[src/rtl/md_pkg.sv]
// Shared encodings and types for the HI/LO multiply-divide issue controller.
// The optional same-cycle bypass is enabled by defining MD_BYPASS_EN.
package md_pkg;

    localparam logic [1:0] MD_MULTU = 2'd0;
    localparam logic [1:0] MD_DIVU  = 2'd1;
    localparam logic [1:0] MD_MULT  = 2'd2;
    localparam logic [1:0] MD_DIV   = 2'd3;

    localparam logic [1:0] MD_WE_NONE = 2'd0;
    localparam logic [1:0] MD_WE_HI   = 2'd1;
    localparam logic [1:0] MD_WE_LO   = 2'd2;

    typedef enum logic [1:0] {
        IDLE,
        ISSUED,
        BUSY
    } md_state_e;

    // Command half of a request; operands are appended by the user at its own width.
    typedef struct packed {
        logic [1:0] op;
        logic [1:0] we;
    } md_cmd_t;

endpackage

[src/rtl/md_req_fifo.sv]
// Synchronous-write request FIFO with occupancy count; full/empty derive from the count.
// DEPTH must be a power of two so the pointers wrap naturally.
module md_req_fifo #(
    parameter int DEPTH = 4,
    parameter int W     = 68
) (
    input  logic                     clk,
    input  logic                     reset_n,
    input  logic                     push,
    input  logic                     pop,
    input  logic [W-1:0]             wdata,
    output logic [W-1:0]             rdata,
    output logic [$clog2(DEPTH):0]   count,
    output logic                     full,
    output logic                     empty
);

    localparam int AW = $clog2(DEPTH);
    localparam int CW = AW + 1;

    logic [W-1:0]  mem [DEPTH];
    logic [AW-1:0] wr_ptr;
    logic [AW-1:0] rd_ptr;
    logic          do_push;
    logic          do_pop;

    assign full    = (count == CW'(DEPTH));
    assign empty   = (count == '0);
    assign do_push = push && !full;
    assign do_pop  = pop && !empty;
    assign rdata   = mem[rd_ptr];

    always_ff @(posedge clk or negedge reset_n) begin
        if (!reset_n) begin
            wr_ptr <= '0;
            rd_ptr <= '0;
            count  <= '0;
        end else begin
            if (do_push) wr_ptr <= wr_ptr + 1'b1;
            if (do_pop)  rd_ptr <= rd_ptr + 1'b1;
            count <= count + CW'(do_push) - CW'(do_pop);
        end
    end

    // Storage needs no reset: occupancy is what makes an entry meaningful.
    always_ff @(posedge clk) begin
        if (do_push) mem[wr_ptr] <= wdata;
    end

endmodule

[src/rtl/md_issue_ctrl.sv]
// In-order request buffer and issue sequencer in front of the HI/LO multiply-divide unit.
// Define MD_BYPASS_EN to issue a request straight to an idle unit in its acceptance cycle.
module md_issue_ctrl
    import md_pkg::*;
#(
    parameter int DEPTH = 4,
    parameter int DW    = 32
) (
    input  logic                     clk,
    input  logic                     reset_n,
    input  logic                     req_valid,
    output logic                     req_ready,
    input  logic [1:0]               req_op,
    input  logic [1:0]               req_we,
    input  logic [DW-1:0]            req_a,
    input  logic [DW-1:0]            req_b,
    input  logic                     mf_req,
    output logic                     mf_stall,
    input  logic [4:0]               md_tim,
    output logic                     md_start,
    output logic [1:0]               md_op,
    output logic [1:0]               md_we,
    output logic [DW-1:0]            md_a,
    output logic [DW-1:0]            md_b,
    output logic                     busy,
    output logic [$clog2(DEPTH):0]   count
);

    typedef struct packed {
        md_cmd_t       cmd;
        logic [DW-1:0] a;
        logic [DW-1:0] b;
    } req_t;

    req_t      req_in;
    req_t      head;
    req_t      src;
    md_state_e state;
    md_state_e state_nxt;
    logic      full;
    logic      empty;
    logic      push;
    logic      pop;
    logic      bypass;
    logic      issue;

    assign req_in    = '{cmd: '{op: req_op, we: req_we}, a: req_a, b: req_b};
    assign req_ready = !full;

`ifdef MD_BYPASS_EN
    assign bypass = req_valid && empty && (state == IDLE) && (md_tim == '0);
`else
    assign bypass = 1'b0;
`endif

    // A bypassed request goes to the unit instead of the FIFO.
    assign push  = req_valid && req_ready && !bypass;
    assign issue = (state == IDLE) && (!empty || bypass);
    assign pop   = issue && !bypass;
    assign src   = bypass ? req_in : head;

    md_req_fifo #(
        .DEPTH (DEPTH),
        .W     ($bits(req_t))
    ) u_fifo (
        .clk     (clk),
        .reset_n (reset_n),
        .push    (push),
        .pop     (pop),
        .wdata   (req_in),
        .rdata   (head),
        .count   (count),
        .full    (full),
        .empty   (empty)
    );

    always_ff @(posedge clk or negedge reset_n) begin
        if (!reset_n) state <= IDLE;
        else          state <= state_nxt;
    end

    always_comb begin
        state_nxt = state;
        md_start  = 1'b0;
        md_we     = MD_WE_NONE;
        md_op     = MD_MULTU;
        md_a      = '0;
        md_b      = '0;
        case (state)
            IDLE: begin
                if (issue) begin
                    state_nxt = ISSUED;
                    md_start  = (src.cmd.we == MD_WE_NONE);
                    md_we     = src.cmd.we;
                    md_op     = src.cmd.op;
                    md_a      = src.a;
                    md_b      = src.b;
                end
            end
            // The unit loads its counter on the issue edge; mthi/mtlo never load one.
            ISSUED:  state_nxt = (md_tim != '0) ? BUSY : IDLE;
            BUSY:    if (md_tim == '0) state_nxt = IDLE;
            default: state_nxt = IDLE;
        endcase
    end

    assign busy     = (count != '0) || (state != IDLE) || (md_tim != '0);
    assign mf_stall = mf_req && busy;

endmodule

[config.mk]
export PLATFORM = sky130hd
export DESIGN_NAME = md_issue_ctrl
export DESIGN_NICKNAME = d
export VERILOG_FILES = /design/src/rtl/md_pkg.sv /design/src/rtl/md_req_fifo.sv /design/src/rtl/md_issue_ctrl.sv
export SDC_FILE = /design/constraint.sdc
export NUM_CORES = 1
export LEC_CHECK = 0
export ABC_AREA = 1
export CAP_MARGIN = 20
export CORE_ASPECT_RATIO = 0.8
export CORE_MARGIN = 4
export CORE_UTILIZATION = 45
export DETAILED_ROUTE_END_ITERATION = 6
export PLACE_DENSITY = 0.78
export RECOVER_POWER = 100
export SETUP_SLACK_MARGIN = 0.1
export SYNTH_ARGS = -nofsm -noshare
export SYNTH_HDL_FRONTEND = slang
export SYNTH_SLANG_ARGS = --single-unit
[constraint.sdc]
create_clock -name clk -period 5.8 [get_ports clk]
set_clock_uncertainty 0.15 [all_clocks]
set_input_delay 1.16 -clock clk [delete_from_list [all_inputs] [get_ports clk]]
set_output_delay 1.16 -clock clk [all_outputs]
set_load 0.02 [all_outputs]
======== Word level (Yosys, flattened, before mapping) ========
Memories as Yosys holds them, arrays and structs flattened.
Index checks and enable logic that the tools add are counted.
W data, S select, Z words.
cells by class
  mux-type cells .......................... 16
  equality and inequality tests ........... 5
  reduce and logical (&&, ||, !) cells .... 17
  $add $sub $neg .......................... 4
operator list
  cell                   count
  $mux W32               4
  $mux W2                7
  $pmux W2 S3            1
  $logic_and A1 B1 Y1    5
  $logic_not A5 Y1       1
  $reduce_bool A5 Y1     1
  $add A2 B1 Y2 const B  2
  $logic_not A2 Y1       2
  $mux W1                4
  $add A3 B1 Y3          1
  $eq A3 B3 Y1 const B   1
  $logic_not A3 Y1       1
  $reduce_bool A3 Y1     1
  $sub A3 B1 Y3          1
  $eq A2 B1 Y1 const B   1
  $eq A2 B2 Y1 const B   1
  $logic_not A1 Y1       2
  $logic_or A1 B1 Y1     2
  $ne A2 B1 Y1 const B   1
  $ne A2 B2 Y1 const B   1
  $reduce_and A2 Y1      1
  $reduce_bool A2 Y1     1
storage, ports and cells
  bits of input ports ..................... 77
  flip-flop bits (word level) ............. 9
  logic and storage cells ................. 47
  output and inout bits ................... 75
  memories ................................ 1
  bits in writable memories ............... 272
memories
  name        words  width  rd ports  clocked after memory_dff  wr ports  line               source
  u_fifo.mem  4      68     1         0                         1         md_req_fifo.sv:21  logic [W-1:0] mem [DEPTH];

======== Logic depth before layout (Yosys ltp) ========
Gate-level depths: netlist (run 1).
  depth after elaboration ................. 6
  mapped depth ............................ 9
  depth with buffers taken out ............ 9

======== Hierarchy ========
From an unflattened synthesis (run 1), not the netlist that was laid out.
unflattened totals
  cells, all modules ...................... 1087
  area, all modules ....................... 11886.4 sq um
by module, submodules not included
  module         instances  area an instance (sq um)  seq. area each (sq um)  cells an instance
  md_req_fifo    1          11129.4                   8343.0                  920
  md_issue_ctrl  1          757.0                     50.0                    167

======== Least setup slack after synthesis (run 1) ========
Ideal clock, no wire load.
  kind .................................... input-to-reg
  start ................................... in req_valid
  end ..................................... mem u_fifo.mem[0][0] (enable)
  arrival ................................. 4.167 ns
  required time ........................... 5.155 ns
  library setup time ...................... 0.495 ns
  stages .................................. 2
  path buffers ............................ 0
  slack ................................... 0.988 ns
  cells stage by stage .................... nand2_1 nor2_1
between the ends
  word-level cells in the longest chain between the ends .. 4
ends and longest elaborated chain
  what                           line                 source
  from (decl)                    md_issue_ctrl.sv:11  input logic req_valid,
  $logic_and A1 B1 Y1            md_issue_ctrl.sv:57  assign push = req_valid && req_ready && !bypass;
  $logic_and A1 B1 Y1            md_req_fifo.sv:29    assign do_push = push && !full;
  $mux W1                        md_req_fifo.sv:47    if (do_push) mem[wr_ptr] <= wdata;
  $mux W1 (not written as such)  md_req_fifo.sv:47
  to (decl)                      md_req_fifo.sv:21
No other way between the ends.

======== Final worst setup path (run 1) ========
  start ................................... reg u_fifo.rd_ptr[0]
  end ..................................... out md_a[23]
between the ends
  word-level cells in the longest chain between the ends .. 3
ends and longest elaborated chain
  what                    line                 source
  from (decl)             md_req_fifo.sv:23    logic [AW-1:0] rd_ptr;
  from (signal assigned)  md_req_fifo.sv:40    if (do_pop) rd_ptr <= rd_ptr + 1'b1;
  $mem_v2 Z4 W68          n/a
  $mux W32                md_issue_ctrl.sv:91  if (issue) begin
  $mux W32                md_issue_ctrl.sv:89  case (state)
  to (decl)               md_issue_ctrl.sv:23  output logic [DW-1:0] md_a,
No other way between the ends.

==> impl_metrics.tcl, run 1 <==
set metrics [dict create \
    crit_arrival_ns 3.76 \
    clkSlewWorstSetupHoldPaths_ns 0.06 \
    dieHeight_um 153 \
    drc 0 \
    holdBufCountCts 0 \
    die_x_um 189 \
    syn_nets 1151 \
    intPower_w 0.00452 \
    hp-class "flip-flop to flip-flop" \
    relSlewSlack_pct -118 \
    gp_congestion 0.747 \
    clk_latency_ns 0.53 \
    critPathMaxStageDelay_ns 0.89 \
    power.share.clock_pct 23.6 \
    cts_buffers 27 \
    dr.pass1.iters 5 \
    crit_family "buffers and inverters" \
    violations "max-capacitance violations, max-slew violations" \
    yosysWarnings 0 \
    grt_pass1_vias 7610 \
    crit_path_end_kind "primary output" \
    critPathSlowestCell "inv_2" \
    io_buffers 151 \
    syn_area_um2 11800 \
    viasPerCell 4.87 \
    fmax_mhz 197 \
    grt_remaining_overflow 0 \
    crit_buf_inv 3 \
    grt_max_degree 78 \
    switching_share_pct 37.0 \
    cts_root_buf "clkbuf_16" \
    critPathMostFrequentCell "nand2_1" \
    cts_tree "yes" \
    finalPower_w 0.00717 \
    synthCells 1067 \
    yosysUniqueCellTypes 20 \
    crit_chain "inv_2, buf_4, nand2_1, nand2_1, nand2_1, a21oi_1, dlygate4sd3_1" \
    io_pins 152 \
    hold_viol 0 \
    rsz0062_at_grt "no" \
    ir_worst_vdd_mv 0.557 \
    area_growth_pct 21.5 \
    wl_per_cell_um 16.2 \
    rows 52 \
    post-cts-setup-buffers 0 \
    drv_slew 162 \
    r2r_start "u_fifo.count[1]$_DFF_PN0_" \
    core_area_um2 25600 \
    worst_setup_path_start_kind "flip-flop" \
    ys_seq_area_share_pct 71.2 \
    switchingPower_w 0.00265 \
    crit_start "u_fifo.rd_ptr[0]$_DFFE_PN0P_" \
    hold_start "state[1]$_DFFE_PN0P_" \
    seq_power_share_pct 40.0 \
    clock_path_buffers 3 \
    worstMarginPinSlew_ns 3.27 \
    min_period_ns 5.07 \
    start_util_pct 46.1 \
    setup_violations 0 \
    die-area_um2 28900 \
    critical_path.max_fanout 62 \
    total_leakage_power_nw 5.99 \
    ys_seq_elements 281 \
    fillerInstances 2116 \
    required_ns 4.49 \
    tns_ns 0 \
    drive_above_1_share_pct 3.99 \
    vias 7700 \
    antenna_found_initial 3 \
    max_cap_violations 5 \
    period_share_pct 87.5 \
    cts_max_level 1 \
    final_nets 1292 \
    track_usage_pct 17.5 \
    grt_first_pass_wirelength_um 40700 \
    share_comb_of_total_power_pct 36.5 \
    syn_area_per_cell_um2 11.1 \
    ant_nets 0 \
    status "finished, violations left" \
    drt_wl_total_um 25600 \
    hold_slack_ns 0.390 \
    dpl.hpwl_um 14900 \
    drtIter0Drc 582 \
    worst-setup-path-type "flip-flop to primary output" \
    powerDensity_nw_per_um2 500 \
    cts.sinks 281 \
    cts_resized 0 \
]
[cells by family (layout without fill, tap and decap cells)]
| family | count (synthesis) | count (layout) | share of synthesized area [%] |
|---|---|---|---|
| flip-flops | 281 | 281 | 71.2 |
| XOR/XNOR | 5 | 5 | 0.371 |
| other | 0 | 2 | 0 |
| AND/OR/NAND/NOR | 503 | 503 | 16.8 |
| adder cells (fa/ha/maj) | 7 | 7 | 0.806 |
| AO/OA/AOI/OAI | 68 | 68 | 2.89 |
| buffers and inverters | 203 | 363 | 7.95 |
[power groups by stage]
| stage | sequential, W | combinational [W] | clock [W] |
|---|---|---|---|
| 5_1_grt | 0.00290 | 0.00293 | 0.00181 |
| 3_3_place_gp | 0.00288 | 0.00273 | 0 |
| 4_1_cts | 0.00285 | 0.00280 | 0.00172 |
| 2_1_floorplan | 0.00285 | 0.00185 | 0 |
| 6_report | 0.00287 | 0.00261 | 0.00169 |
| 3_5_place_dp | 0.00289 | 0.00278 | 0 |
[cell usage in the layout (no fill, tap or decap), types with 2 or more instances in the layout]
cell type and instances:
ha_1 6, a21oi_1 67, xnor2_1 2, diode_2 2
clkbuf_2 2, clkbuf_16 27, dlygate4sd3_1 139, clkinvlp_4 2
clkbuf_1 6, clkinv_2 4, clkinv_1 11, clkdlybuf4s50_1 12
inv_1 149, bufinv_16 3, xor2_1 3, edfxtp_1 272
nor2_1 12, nand2_1 419, nand3_1 69, buf_4 6
dfrtp_1 7, nand3b_1 2
[cell type report]
| cell class | count | area (µm²) | area share [%] |
|---|---|---|---|
| inverters | 151 | 568 | 3.97 |
| flip-flops and latches | 281 | 8400 | 58.6 |
| well taps | 351 | 439 | 3.07 |
| clock buffers | 29 | 683 | 4.77 |
| multi-input cells | 583 | 2470 | 17.2 |
| repair buffers | 164 | 1600 | 11.2 |
| diodes | 2 | 5.00 | 0.0349 |
| clock inverters | 19 | 161 | 1.13 |
[Yosys cell counts, drive strengths merged]
cell type | number | area share [%]
nand3 | 69 | 2.9
xor2 | 3 | 0.22
nor2 | 12 | 0.38
ha | 6 | 0.64
edfxtp | 272 | 69
clkbuf | 6 | 0.19
buf | 46 | 2.9
nand3b | 2 | 0.13
inv | 150 | 4.8
xnor2 | 2 | 0.15
clkinv | 1 | 0.042
nand2 | 420 | 13
o21ai | 1 | 0.042
dfrtp | 9 | 1.9
fa | 1 | 0.17
a21oi | 67 | 2.8
[tightest hold or removal path, cell delays in order (launching register included)]
cell,delay [ns]
dfrtp_1,0.34
nand2_1,0.06
nand3b_1,0.07
inv_1,0.04
[sequential cells by signal, indices dropped and copies added, names as in the netlist]
signal / flops
u_fifo.count: 3
u_fifo.wr_ptr: 2
u_fifo.rd_ptr: 2
state: 2
u_fifo.mem: 272
[final timing paths]
| kind | to | slack, ns | depth (start not counted) |
|---|---|---|---|
| setup / recovery | md_a[23] | 0.73 | 7 |
| hold / removal | state[1]$_DFFE_PN0P_ | 0.39 | 3 |
| max in group asynchronous | u_fifo.rd_ptr[0]$_DFFE_PN0P_ | 4.17 | 1 |
| setup reg to reg | u_fifo.mem[3][1]$_DFFE_PP_ | 1.64 | 5 |
| hold reg to reg | state[1]$_DFFE_PN0P_ | 0.39 | 3 |
| min in group asynchronous | u_fifo.count[2]$_DFF_PN0_ | 0.91 | 1 |
[metal layers]
layer	wire, µm	track usage, %
met1	11200	24.1
met2	12100	29.1
met3	1840	3.44
met4	502	3.61
met5	7	0
[stage by stage]
step / utilization, % / worst slack, ns / cells / area [µm²]
3_3_place_gp: 53.0 / 1.61 / 1530 / 13500
3_5_place_dp: 53.0 / 1.60 / 1530 / 13500
4_1_cts: 56.3 / 0.990 / 1578 / 14400
2_1_floorplan: - / 0.988 / 1067 / 11800
6_report: 56.0 / 0.725 / 1580 / 14300
5_1_grt: 56.0 / 0.431 / 1579 / 14300
Note: power is estimated with default switching activity, not from simulation.
==> run 2: changes to the inputs <==
==> constraint.sdc (replaced) <==
create_clock -name clk -period 5.8 [get_ports clk]
set_clock_uncertainty 0.15 [all_clocks]
set_input_delay 0.87 -clock clk [delete_from_list [all_inputs] [get_ports clk]]
set_output_delay 0.87 -clock clk [all_outputs]
set_load 0.02 [all_outputs]
==> run 2 against run 1 <==
The flow still finishes with violations (max-capacitance violations, max-slew violations). Global-route usage shrank 0.13 points. Wire length shrank 0.21%. Maximum frequency grew 3.1%. Clock power grew 3%. Total power grew 0.53%. Count of clock-buffer cells in the layout grew 6. Sequential share of layout area shrank 0.11 points. Combinational power is essentially flat. Cell count grew 0.13%. Non-clock buffer count shrank 2. First-iteration DRC count shrank 20%. Largest power group unchanged. Worst hold slack gained 0.018 ns.
==> impl_metrics.tcl, run 2 (synthesis gave the netlist of run 1 again) <==
set metrics [dict create \
    hold_viol 0 \
    cts_root_buf "clkbuf_16" \
    top_regs "u_fifo.mem x272, u_fifo.count x3" \
    drtIter0Drc 468 \
    cts.sinks 281 \
    dr.pass1.iters 5 \
    cp.depth 7 \
    seq_power_share_pct 39.9 \
    switching_share_pct 37.0 \
    gp_congestion 0.727 \
    post-route-worst-setup-slack_ns 0.876 \
    wl_per_cell_um 16.2 \
    grt_first_pass_wirelength_um 40200 \
    drv_slew 179 \
    period_share_pct 84.9 \
    area_growth_pct 21.7 \
    dieHeight_um 153 \
    ir_worst_vdd_mv 0.261 \
    io_pins 152 \
    crit_chain "inv_4, clkbuf_2, nand2_1, nand2_1, nand2_1, a21oi_1, dlygate4sd3_1" \
    switchingPower_w 0.00266 \
    core_area_um2 25600 \
    rows 52 \
    pre_cts_ws_ns 1.78 \
    timing.rr.end "u_fifo.mem[0][62]$_DFFE_PP_" \
    die_x_um 189 \
    cts_tree "yes" \
    cts_max_level 1 \
    viasPerCell 4.81 \
    required_ns 4.78 \
    crit_buf_inv 3 \
    drive_above_1_share_pct 4.48 \
    io_buffers 151 \
    cts_buffers 28 \
    powerDensity_nw_per_um2 502 \
    r2r_slack_ns 1.16 \
    track_usage_pct 17.3 \
    total_leakage_power_nw 6.02 \
    setup_violations 0 \
    crit_family "buffers and inverters" \
    critPathMostFrequentCell "nand2_1" \
    cts_resized 0 \
    r2r_start "u_fifo.count[1]$_DFF_PN0_" \
    share_comb_of_total_power_pct 36.0 \
    crit_start "u_fifo.rd_ptr[0]$_DFFE_PN0P_" \
    worst-setup-path-type "flip-flop to primary output" \
    worst_setup_path_start_kind "flip-flop" \
    clock_path_buffers 3 \
    worstMarginPinSlew_ns 3.05 \
    fmax_mhz 203 \
    rsz0062_at_grt "no" \
    crit_path_end_kind "primary output" \
    status "finished, violations left" \
    hp-class "flip-flop to flip-flop" \
    relSlewSlack_pct -104 \
    max_cap_violations 5 \
    violations "max-capacitance violations, max-slew violations" \
    antenna_found_initial 5 \
    drc 0 \
    critPathMaxStageDelay_ns 0.83 \
    drt_wl_total_um 25600 \
    critical_path.max_fanout 63 \
    crit_arrival_ns 3.90 \
    final_nets 1291 \
    reg2reg_depth 5 \
    start_util_pct 46.1 \
    grt_pass1_vias 7568 \
    min_period_ns 4.92 \
    clk_latency_ns 0.53 \
    regMostFlops "u_fifo.mem" \
    final_common_cell "nand2_1" \
    tns_ns 0 \
    critPathSlowestCell "clkbuf_2" \
    die-area_um2 28900 \
    power.share.clock_pct 24.1 \
    ant_nets 0 \
    holdBufCountCts 0 \
    intPower_w 0.00454 \
    clkSlewWorstSetupHoldPaths_ns 0.06 \
    grt_remaining_overflow 0 \
    endpoint "md_b[22]" \
    dpl.hpwl_um 14600 \
    largest_register_ffs 272 \
    layout_common_cells "419 x nand2_1, 272 x edfxtp_1, 149 x inv_1" \
    grt_max_degree 77 \
    vias 7606 \
    post-cts-setup-buffers 0 \
]
## run 2: cell types whose count changed in the layout (fill, tap and decap cells not counted), moves of 2 or more
cell	change
clkbuf_1	+2
clkdlybuf4s50_1	-3
dlygate4sd3_1	+3
clkbuf_16	+2
clkinv_1	-5
buf_4	-3
clkinv_2	+4
clkbuf_2	+3
## run 2: power groups by stage
stage | registers (W) | clock network [W] | logic [W]
finish | 0.00287 | 0.00174 | 0.00259
global route | 0.00291 | 0.00186 | 0.00290
CTS | 0.00286 | 0.00178 | 0.00278
detailed placement | 0.00290 | 0 | 0.00276
global placement | 0.00288 | 0 | 0.00271
floorplan | 0.00285 | 0 | 0.00185
## run 2: worst register-to-register path: stages (launching register included)
cell and delay (ns):
dfrtp_1 0.41, nor2_1 0.09, nand2_1 0.10, nand2_1 0.24
nor2_1 2.32, clkbuf_1 0.93
## run 2: routing by layer
| layer | share of wire [%] | vias to the layer above | GRT usage (%) |
|---|---|---|---|
| met4 | 1.6 | 6 | 3.82 |
| met2 | 48 | 247 | 28.8 |
| met5 | 0.12 | - | 0 |
| li1 | - | 3739 | - |
| met3 | 6.6 | 37 | 3.78 |
| met1 | 44 | 3577 | 23.7 |
## run 2: area by class of cell
cell class / count / area [µm²]
Timing Repair Buffer: 162 / 1570
Clock inverter: 17 / 134
Multi-Input combinational cell: 583 / 2480
Tap cell: 351 / 439
Clock buffer: 35 / 758
Antenna cell: 2 / 5.00
Fill cell: 2111 / 11200
Inverter: 151 / 571
Sequential cell: 281 / 8400
## run 2: how the worst min path moves through the flow
stage | from | end | slack [ns] | cells past startpoint
after global placement | state[0]$_DFFE_PN0P_ | state[1]$_DFFE_PN0P_ | 0.37 | 3
final | u_fifo.wr_ptr[1]$_DFFE_PN0P_ | u_fifo.wr_ptr[1]$_DFFE_PN0P_ | 0.41 | 2
after floorplan | u_fifo.wr_ptr[1]$_DFFE_PN0P_ | u_fifo.wr_ptr[1]$_DFFE_PN0P_ | 0.35 | 2
after CTS | u_fifo.wr_ptr[1]$_DFFE_PN0P_ | u_fifo.wr_ptr[1]$_DFFE_PN0P_ | 0.41 | 2
after detailed placement | state[0]$_DFFE_PN0P_ | state[1]$_DFFE_PN0P_ | 0.39 | 3
after global routing | state[0]$_DFFE_PN0P_ | state[1]$_DFFE_PN0P_ | 0.44 | 3
## run 2: per-stage QoR
| step | utilization, % | hold slack (ns) | instance area (µm²) | instances | power (W) |
|---|---|---|---|---|---|
| global route | 56.1 | 0.444 | 14400 | 1582 | 0.00767 |
| global placement | 52.8 | 0.366 | 13500 | 1528 | 0.00559 |
| floorplan | - | 0.349 | 11800 | 1067 | 0.00470 |
| CTS | 56.3 | 0.406 | 14400 | 1580 | 0.00741 |
| detailed placement | 52.8 | 0.386 | 13500 | 1528 | 0.00565 |
| finish | 56.1 | 0.407 | 14400 | 1582 | 0.00721 |
